--- src/rtl/led_effect_pkg.sv ---
// Shared types for the LED effect sequencer: effect modes, FSM state codes
// and bounce direction codes.
package led_effect_pkg;

   typedef enum logic [1:0] {
      SHIFT_ONCE = 2'd0,
      ROTATE     = 2'd1,
      BOUNCE     = 2'd2,
      FILL       = 2'd3
   } mode_e;

   typedef logic [1:0] state_t;

   localparam state_t ST_IDLE = 2'd0;
   localparam state_t ST_RUN  = 2'd1;
   localparam state_t ST_DONE = 2'd2;

   localparam logic DIR_UP = 1'b0;
   localparam logic DIR_DN = 1'b1;

endpackage

--- src/rtl/led_period_timer.sv ---
// Down-counting step timer: ticks while enabled when the count reaches zero,
// then reloads the value captured at load time.
module led_period_timer #(
   parameter int CNT_W = 25
) (
   input  logic             clk,
   input  logic             reset,
   input  logic             load_i,
   input  logic [CNT_W-1:0] load_val_i,
   input  logic             en_i,
   output logic             tick_o
);

   logic [CNT_W-1:0] cnt_q, cnt_d;
   logic [CNT_W-1:0] reload_q, reload_d;

   assign tick_o = en_i && (cnt_q == '0);

   always_comb begin
      cnt_d    = cnt_q;
      reload_d = reload_q;
      if (load_i) begin
         cnt_d    = load_val_i;
         reload_d = load_val_i;
      end else if (tick_o) begin
         cnt_d = reload_q;
      end else if (en_i) begin
         cnt_d = cnt_q - 1'b1;
      end
   end

   always_ff @(posedge clk or posedge reset) begin
      if (reset) begin
         cnt_q    <= '0;
         reload_q <= '0;
      end else begin
         cnt_q    <= cnt_d;
         reload_q <= reload_d;
      end
   end

endmodule

--- src/rtl/led_effect_seq.sv ---
// Single-lit-LED pattern sequencer with four effects, a programmable step
// period and start/stop/done handshakes. All outputs are registered.
module led_effect_seq
   import led_effect_pkg::*;
#(
   parameter int N_LEDS = 8,
   parameter int CNT_W  = 25
) (
   input  logic              clk,
   input  logic              reset,
   input  logic              start,
   input  logic              stop_req,
   input  logic [1:0]        mode,
   input  logic [CNT_W-1:0]  period,
   output logic [N_LEDS-1:0] leds,
   output logic              busy,
   output logic              done,
   output logic              step_tick
);

   localparam logic [N_LEDS-1:0] LED_LSB = {{(N_LEDS-1){1'b0}}, 1'b1};

   state_t            state_q, state_d;
   mode_e             mode_q, mode_d;
   logic              dir_q, dir_d;
   logic [N_LEDS-1:0] leds_q, leds_d;
   logic              busy_q, busy_d;
   logic              done_q, done_d;
   logic              tick_q, tick_d;

   logic              tmr_load;
   logic              tmr_en;
   logic              tmr_tick;
   logic [CNT_W-1:0]  tmr_load_val;

   // A period of zero is treated as one, so the reload value never underflows.
   assign tmr_load_val = (period == '0) ? '0 : period - 1'b1;
   assign tmr_en       = (state_q == ST_RUN) && !stop_req;

   led_period_timer #(
      .CNT_W (CNT_W)
   ) u_timer (
      .clk        (clk),
      .reset      (reset),
      .load_i     (tmr_load),
      .load_val_i (tmr_load_val),
      .en_i       (tmr_en),
      .tick_o     (tmr_tick)
   );

   always_comb begin
      state_d  = state_q;
      mode_d   = mode_q;
      dir_d    = dir_q;
      leds_d   = leds_q;
      busy_d   = busy_q;
      done_d   = 1'b0;
      tick_d   = 1'b0;
      tmr_load = 1'b0;

      case (state_q)
         ST_IDLE: begin
            if (start) begin
               state_d  = ST_RUN;
               mode_d   = mode_e'(mode);
               dir_d    = DIR_UP;
               leds_d   = LED_LSB;
               busy_d   = 1'b1;
               tmr_load = 1'b1;
            end
         end

         ST_RUN: begin
            // Abort wins over a step landing on the same edge.
            if (stop_req) begin
               leds_d  = '0;
               busy_d  = 1'b0;
               done_d  = 1'b1;
               state_d = ST_DONE;
            end else if (tmr_tick) begin
               tick_d = 1'b1;
               case (mode_q)
                  SHIFT_ONCE: begin
                     leds_d = leds_q << 1;
                     if (leds_q[N_LEDS-1]) begin
                        leds_d  = '0;
                        busy_d  = 1'b0;
                        done_d  = 1'b1;
                        state_d = ST_DONE;
                     end
                  end
                  ROTATE: leds_d = {leds_q[N_LEDS-2:0], leds_q[N_LEDS-1]};
                  BOUNCE: begin
                     if (dir_q == DIR_UP) begin
                        if (leds_q[N_LEDS-1]) begin
                           dir_d  = DIR_DN;
                           leds_d = leds_q >> 1;
                        end else begin
                           leds_d = leds_q << 1;
                        end
                     end else begin
                        if (leds_q[0]) begin
                           dir_d  = DIR_UP;
                           leds_d = leds_q << 1;
                        end else begin
                           leds_d = leds_q >> 1;
                        end
                     end
                  end
                  FILL: begin
                     if (&leds_q) begin
                        leds_d  = '0;
                        busy_d  = 1'b0;
                        done_d  = 1'b1;
                        state_d = ST_DONE;
                     end else begin
                        leds_d = {leds_q[N_LEDS-2:0], 1'b1};
                     end
                  end
                  default: leds_d = '0;
               endcase
            end
         end

         ST_DONE: state_d = ST_IDLE;

         default: begin
            state_d = ST_IDLE;
            leds_d  = '0;
            busy_d  = 1'b0;
         end
      endcase
   end

   always_ff @(posedge clk or posedge reset) begin
      if (reset) begin
         state_q <= ST_IDLE;
         mode_q  <= SHIFT_ONCE;
         dir_q   <= DIR_UP;
         leds_q  <= '0;
         busy_q  <= 1'b0;
         done_q  <= 1'b0;
         tick_q  <= 1'b0;
      end else begin
         state_q <= state_d;
         mode_q  <= mode_d;
         dir_q   <= dir_d;
         leds_q  <= leds_d;
         busy_q  <= busy_d;
         done_q  <= done_d;
         tick_q  <= tick_d;
      end
   end

   assign leds      = leds_q;
   assign busy      = busy_q;
   assign done      = done_q;
   assign step_tick = tick_q;

endmodule

--- config.mk ---
export PLATFORM = sky130hd
export DESIGN_NAME = led_effect_seq
export DESIGN_NICKNAME = d
export VERILOG_FILES = /design/src/rtl/led_effect_pkg.sv /design/src/rtl/led_period_timer.sv /design/src/rtl/led_effect_seq.sv
export SDC_FILE = /design/constraint.sdc
export NUM_CORES = 1
export LEC_CHECK = 0
export ABC_AREA = 0
export BUFFER_PORTS_ARGS = -buffer_cell sky130_fd_sc_hd__buf_2
export CORE_UTILIZATION = 53
export DETAILED_ROUTE_END_ITERATION = 16
export PLACE_DENSITY = 0.73
export SKIP_CTS_REPAIR_TIMING = 1
export SLEW_MARGIN = 0
export SYNTH_ARGS = -nofsm -noshare
export SYNTH_HDL_FRONTEND = slang
export SYNTH_SLANG_ARGS = --single-unit
export TNS_END_PERCENT = 30
--- constraint.sdc ---
create_clock -name clk -period 2.8 [get_ports clk]
set_clock_uncertainty 0.1 [all_clocks]
set_input_delay 0.84 -clock clk [delete_from_list [all_inputs] [get_ports clk]]
set_output_delay 0.84 -clock clk [all_outputs]
set_load 0.03 [all_outputs]
==> flow_summary.json <==
{
  "outcome": "finished, final reports clean",
  "period_needed_ns": 2.74,
  "syn_inst": 508,
  "detail_route.first_pass.iterations": 4,
  "synth_compound_area_frac": 0.209,
  "cts_made_buffers": 9,
  "netlist_area_um2": 4240,
  "cp_max_fo": 6,
  "yosysUniqueCellTypes": 60,
  "dieWidth_um": 91.5,
  "synth-edff-count": 0,
  "finalWorstSetupSlack_ns": 0.0597,
  "dp_hpwl_um": 8190,
  "critPathKind": "input pin to register",
  "nets": 627,
  "synth_fp_nets": 548,
  "period_share": 0.979,
  "die-area_um2": 8360,
  "dp_slack_ns": -0.329,
  "yosysWarnings": 0,
  "max_cap_viol_count": 0,
  "reg2reg_from": "u_timer.cnt_q[9]",
  "area_growth_pct": 19.1,
  "hold_start": "u_timer.reload_q[16]",
  "clock_path_buffers": 2,
  "hold_violations": 0,
  "pin_count": 42,
  "synthAdderAreaFrac": 0.0265,
  "power.static_leakage_uw": 0.00226,
  "multi_input_area_um2": 2450,
  "irDropWorstVdd_mv": 0.298,
  "core_area_um2": 7730,
  "ys_ff_latch": 66,
  "cts.sinks": 66,
  "synth_flop_cell": "dfrtp_1",
  "slew_headroom": 0.575,
  "worst_pin_slew_ns": 0.635,
  "synth.avg_cell_area_um2": 8.35,
  "vias_per_cell": 5.92,
  "wl_per_cell_um": 15.9,
  "end_kind": "register",
  "drive_gt1_frac": 0.209,
  "setup_viol": 0,
  "n_fill_cell": 688,
  "final-seq-area_um2": 1650,
  "grt_pass1_wl_um": 18400,
  "grt_overflow_total": 0,
  "rows": 32,
  "hold_ws_ns": 0.374,
  "synth_top_family_by_area": "simple AND/OR/NAND/NOR gates",
  "fp.dieH_um": 91.5,
  "gp_congestion": 0.911,
  "numPortBuffers": 41,
  "grt_pass1_vias": 3870,
  "routed-via-count": 4109,
  "clockRootBuffer": "clkbuf_8",
  "final-max-slew-violation-count": 0,
  "synthMuxAreaShare": 0.0192,
  "p_total_uw": 4220,
  "seq_area_frac_synth": 0.389,
  "clkTransAtPathRegs_ns": 0.08,
  "startpoint": "period[19]",
  "post-route-drc-count": 0,
  "track_usage": 0.280,
  "yosys.area_share.xor_xnor": 0.0537,
  "initial_core_util": 0.549,
  "min_path_type": "register to register",
  "synthSimpleGateAreaFrac": 0.264,
  "async_reset_ff_frac": 1.00,
  "required_ns": 2.92,
  "final_core_util": 0.654,
  "antenna_found_initial": 0,
  "htreeDepth": 3,
  "first_iter_violations": 272,
  "grt_setup_unrepaired": "true",
  "wl_um": 11000,
  "ant_nets": 0,
  "arrival_ns": 2.86,
  "fmax_ghz": 0.365,
  "insertion_delay_ns": 0.35,
  "diodes": 0,
  "pwr_density_cell_nw_per_um2": 836,
  "start_kind": "input pin",
  "grt_max_degree": 26,
  "cts_tree": "built"
}
==> metrics by stage <==
stage          std cells  TNS [ns]  area, um^2
6_report             694         0        5050
5_1_grt              694  -0.00476        5050
4_1_cts              693         0        5030
3_5_place_dp         677     -7.20        4860
3_3_place_gp         677     -5.31        4860
2_1_floorplan        508     -2.33        4240
==> final timing paths <==
check	end	slack [ns]	depth (start not counted)
max	u_timer.cnt_q[19]	0.06	7
min	u_timer.reload_q[16]	0.37	2
max reg2reg	u_timer.cnt_q[23]	0.11	7
min reg2reg	u_timer.reload_q[16]	0.37	2
max in group asynchronous	u_timer.reload_q[14]	1.43	3
min in group asynchronous	u_timer.cnt_q[10]	0.42	2
==> cells in the mapped netlist (2+ instances only) <==
cell type | n | share of area
o211a_1 | 3 | 0.0071
a2bb2oi_1 | 2 | 0.0041
or2_2 | 3 | 0.0044
or3_1 | 9 | 0.013
a211oi_1 | 2 | 0.0035
nor4_1 | 9 | 0.013
nand2_1 | 66 | 0.058
xor2_1 | 11 | 0.023
nand3_1 | 13 | 0.015
o2bb2ai_1 | 2 | 0.0041
or4_4 | 2 | 0.0053
nor3_1 | 17 | 0.020
nand2b_1 | 6 | 0.0089
xnor2_1 | 15 | 0.031
dfrtp_1 | 66 | 0.39
clkbuf_1 | 19 | 0.017
nor2b_1 | 8 | 0.012
buf_2 | 4 | 0.0047
o21ai_1 | 2 | 0.0024
mux2i_1 | 7 | 0.017
a21o_1 | 14 | 0.025
inv_1 | 14 | 0.012
a211o_1 | 3 | 0.0062
a31oi_1 | 4 | 0.0059
ha_1 | 9 | 0.027
nand3b_1 | 2 | 0.0035
o31ai_1 | 4 | 0.0071
a21oi_1 | 31 | 0.037
o22ai_1 | 8 | 0.012
and3_1 | 9 | 0.013
o21a_1 | 2 | 0.0035
nand4b_1 | 3 | 0.0062
nor2_1 | 57 | 0.050
o22a_1 | 3 | 0.0062
o211ai_1 | 7 | 0.012
nand4_1 | 7 | 0.010
o21ai_0 | 40 | 0.047
a221o_1 | 2 | 0.0047
or4_1 | 2 | 0.0035
==> layout make-up <==
cell class,instances,area share
clock inverter,7,0.00917
timing repair buffer,92,0.119
tap,102,0.0253
sequential,66,0.327
multi-input combinational,404,0.485
clock buffer,9,0.0245
inverter,14,0.0104
==> flip-flops by register name, indices dropped and copies added (netlist names) <==
signal	flops
mode_q	2
busy	1
u_timer.cnt_q	25
u_timer.reload_q	25
state_q	2
done	1
dir_q	1
leds	8
step_tick	1
==> cells by family after synthesis <==
family                     Yosys count
buffers and inverters               39
AOI/OAI and AO/OA                  138
adders and majority gates            9
and+or+nand+nor                    222
xor gates and xnor gates            26
DFF                                 66
muxes                                8
==> placed cells by master (no fill, tap or decap), types with 3 or more instances in the layout <==
| master | n |
|---|---|
| buf_4 | 50 |
| o31ai_1 | 4 |
| a211o_1 | 3 |
| clkinv_2 | 3 |
| nand3_1 | 13 |
| nand2_1 | 66 |
| nor2_1 | 57 |
| a31oi_1 | 4 |
| mux2i_1 | 7 |
| nor3_1 | 17 |
| nand4b_1 | 3 |
| dfrtp_1 | 66 |
| or3_1 | 9 |
| o211a_1 | 3 |
| and3_1 | 9 |
| a21o_1 | 14 |
| xor2_1 | 11 |
| a21oi_1 | 31 |
| nand2b_1 | 6 |
| ha_1 | 9 |
| nor2b_1 | 8 |
| inv_1 | 13 |
| clkbuf_8 | 9 |
| or2_2 | 3 |
| clkinvlp_4 | 3 |
| o22ai_1 | 8 |
| buf_2 | 41 |
| nor4_1 | 8 |
| xnor2_1 | 15 |
| o211ai_1 | 7 |
| nand4_1 | 7 |
| o22a_1 | 3 |
| o21ai_0 | 40 |
==> metal layers <==
metal | track usage | share of wire | vias to the layer above
li1 | - | - | 1994
met1 | 0.362 | 0.45 | 1955
met2 | 0.470 | 0.48 | 138
met3 | 0.0469 | 0.056 | 22
met4 | 0.102 | 0.021 | 0
met5 | 0 | 0 | -
==> where the power goes <==
group / internal, uW / total, uW / leakage [uW] / switching [uW]
Clock: 317 / 706 / 0.0000810 / 389
Combinational: 777 / 1780 / 0.00136 / 1000
Sequential: 1350 / 1740 / 0.000822 / 385
Total: 2450 / 4220 / 0.00226 / 1780
==> critical path, stage by stage <==
cell and delay [ns]:
buf_2 0.11, or4_4 0.52, or4b_4 0.51, nor4_4 0.19
or2b_4 0.23, nor2_1 0.07, or3_1 0.38
No activity file was read; power rests on OpenSTA's default activity.
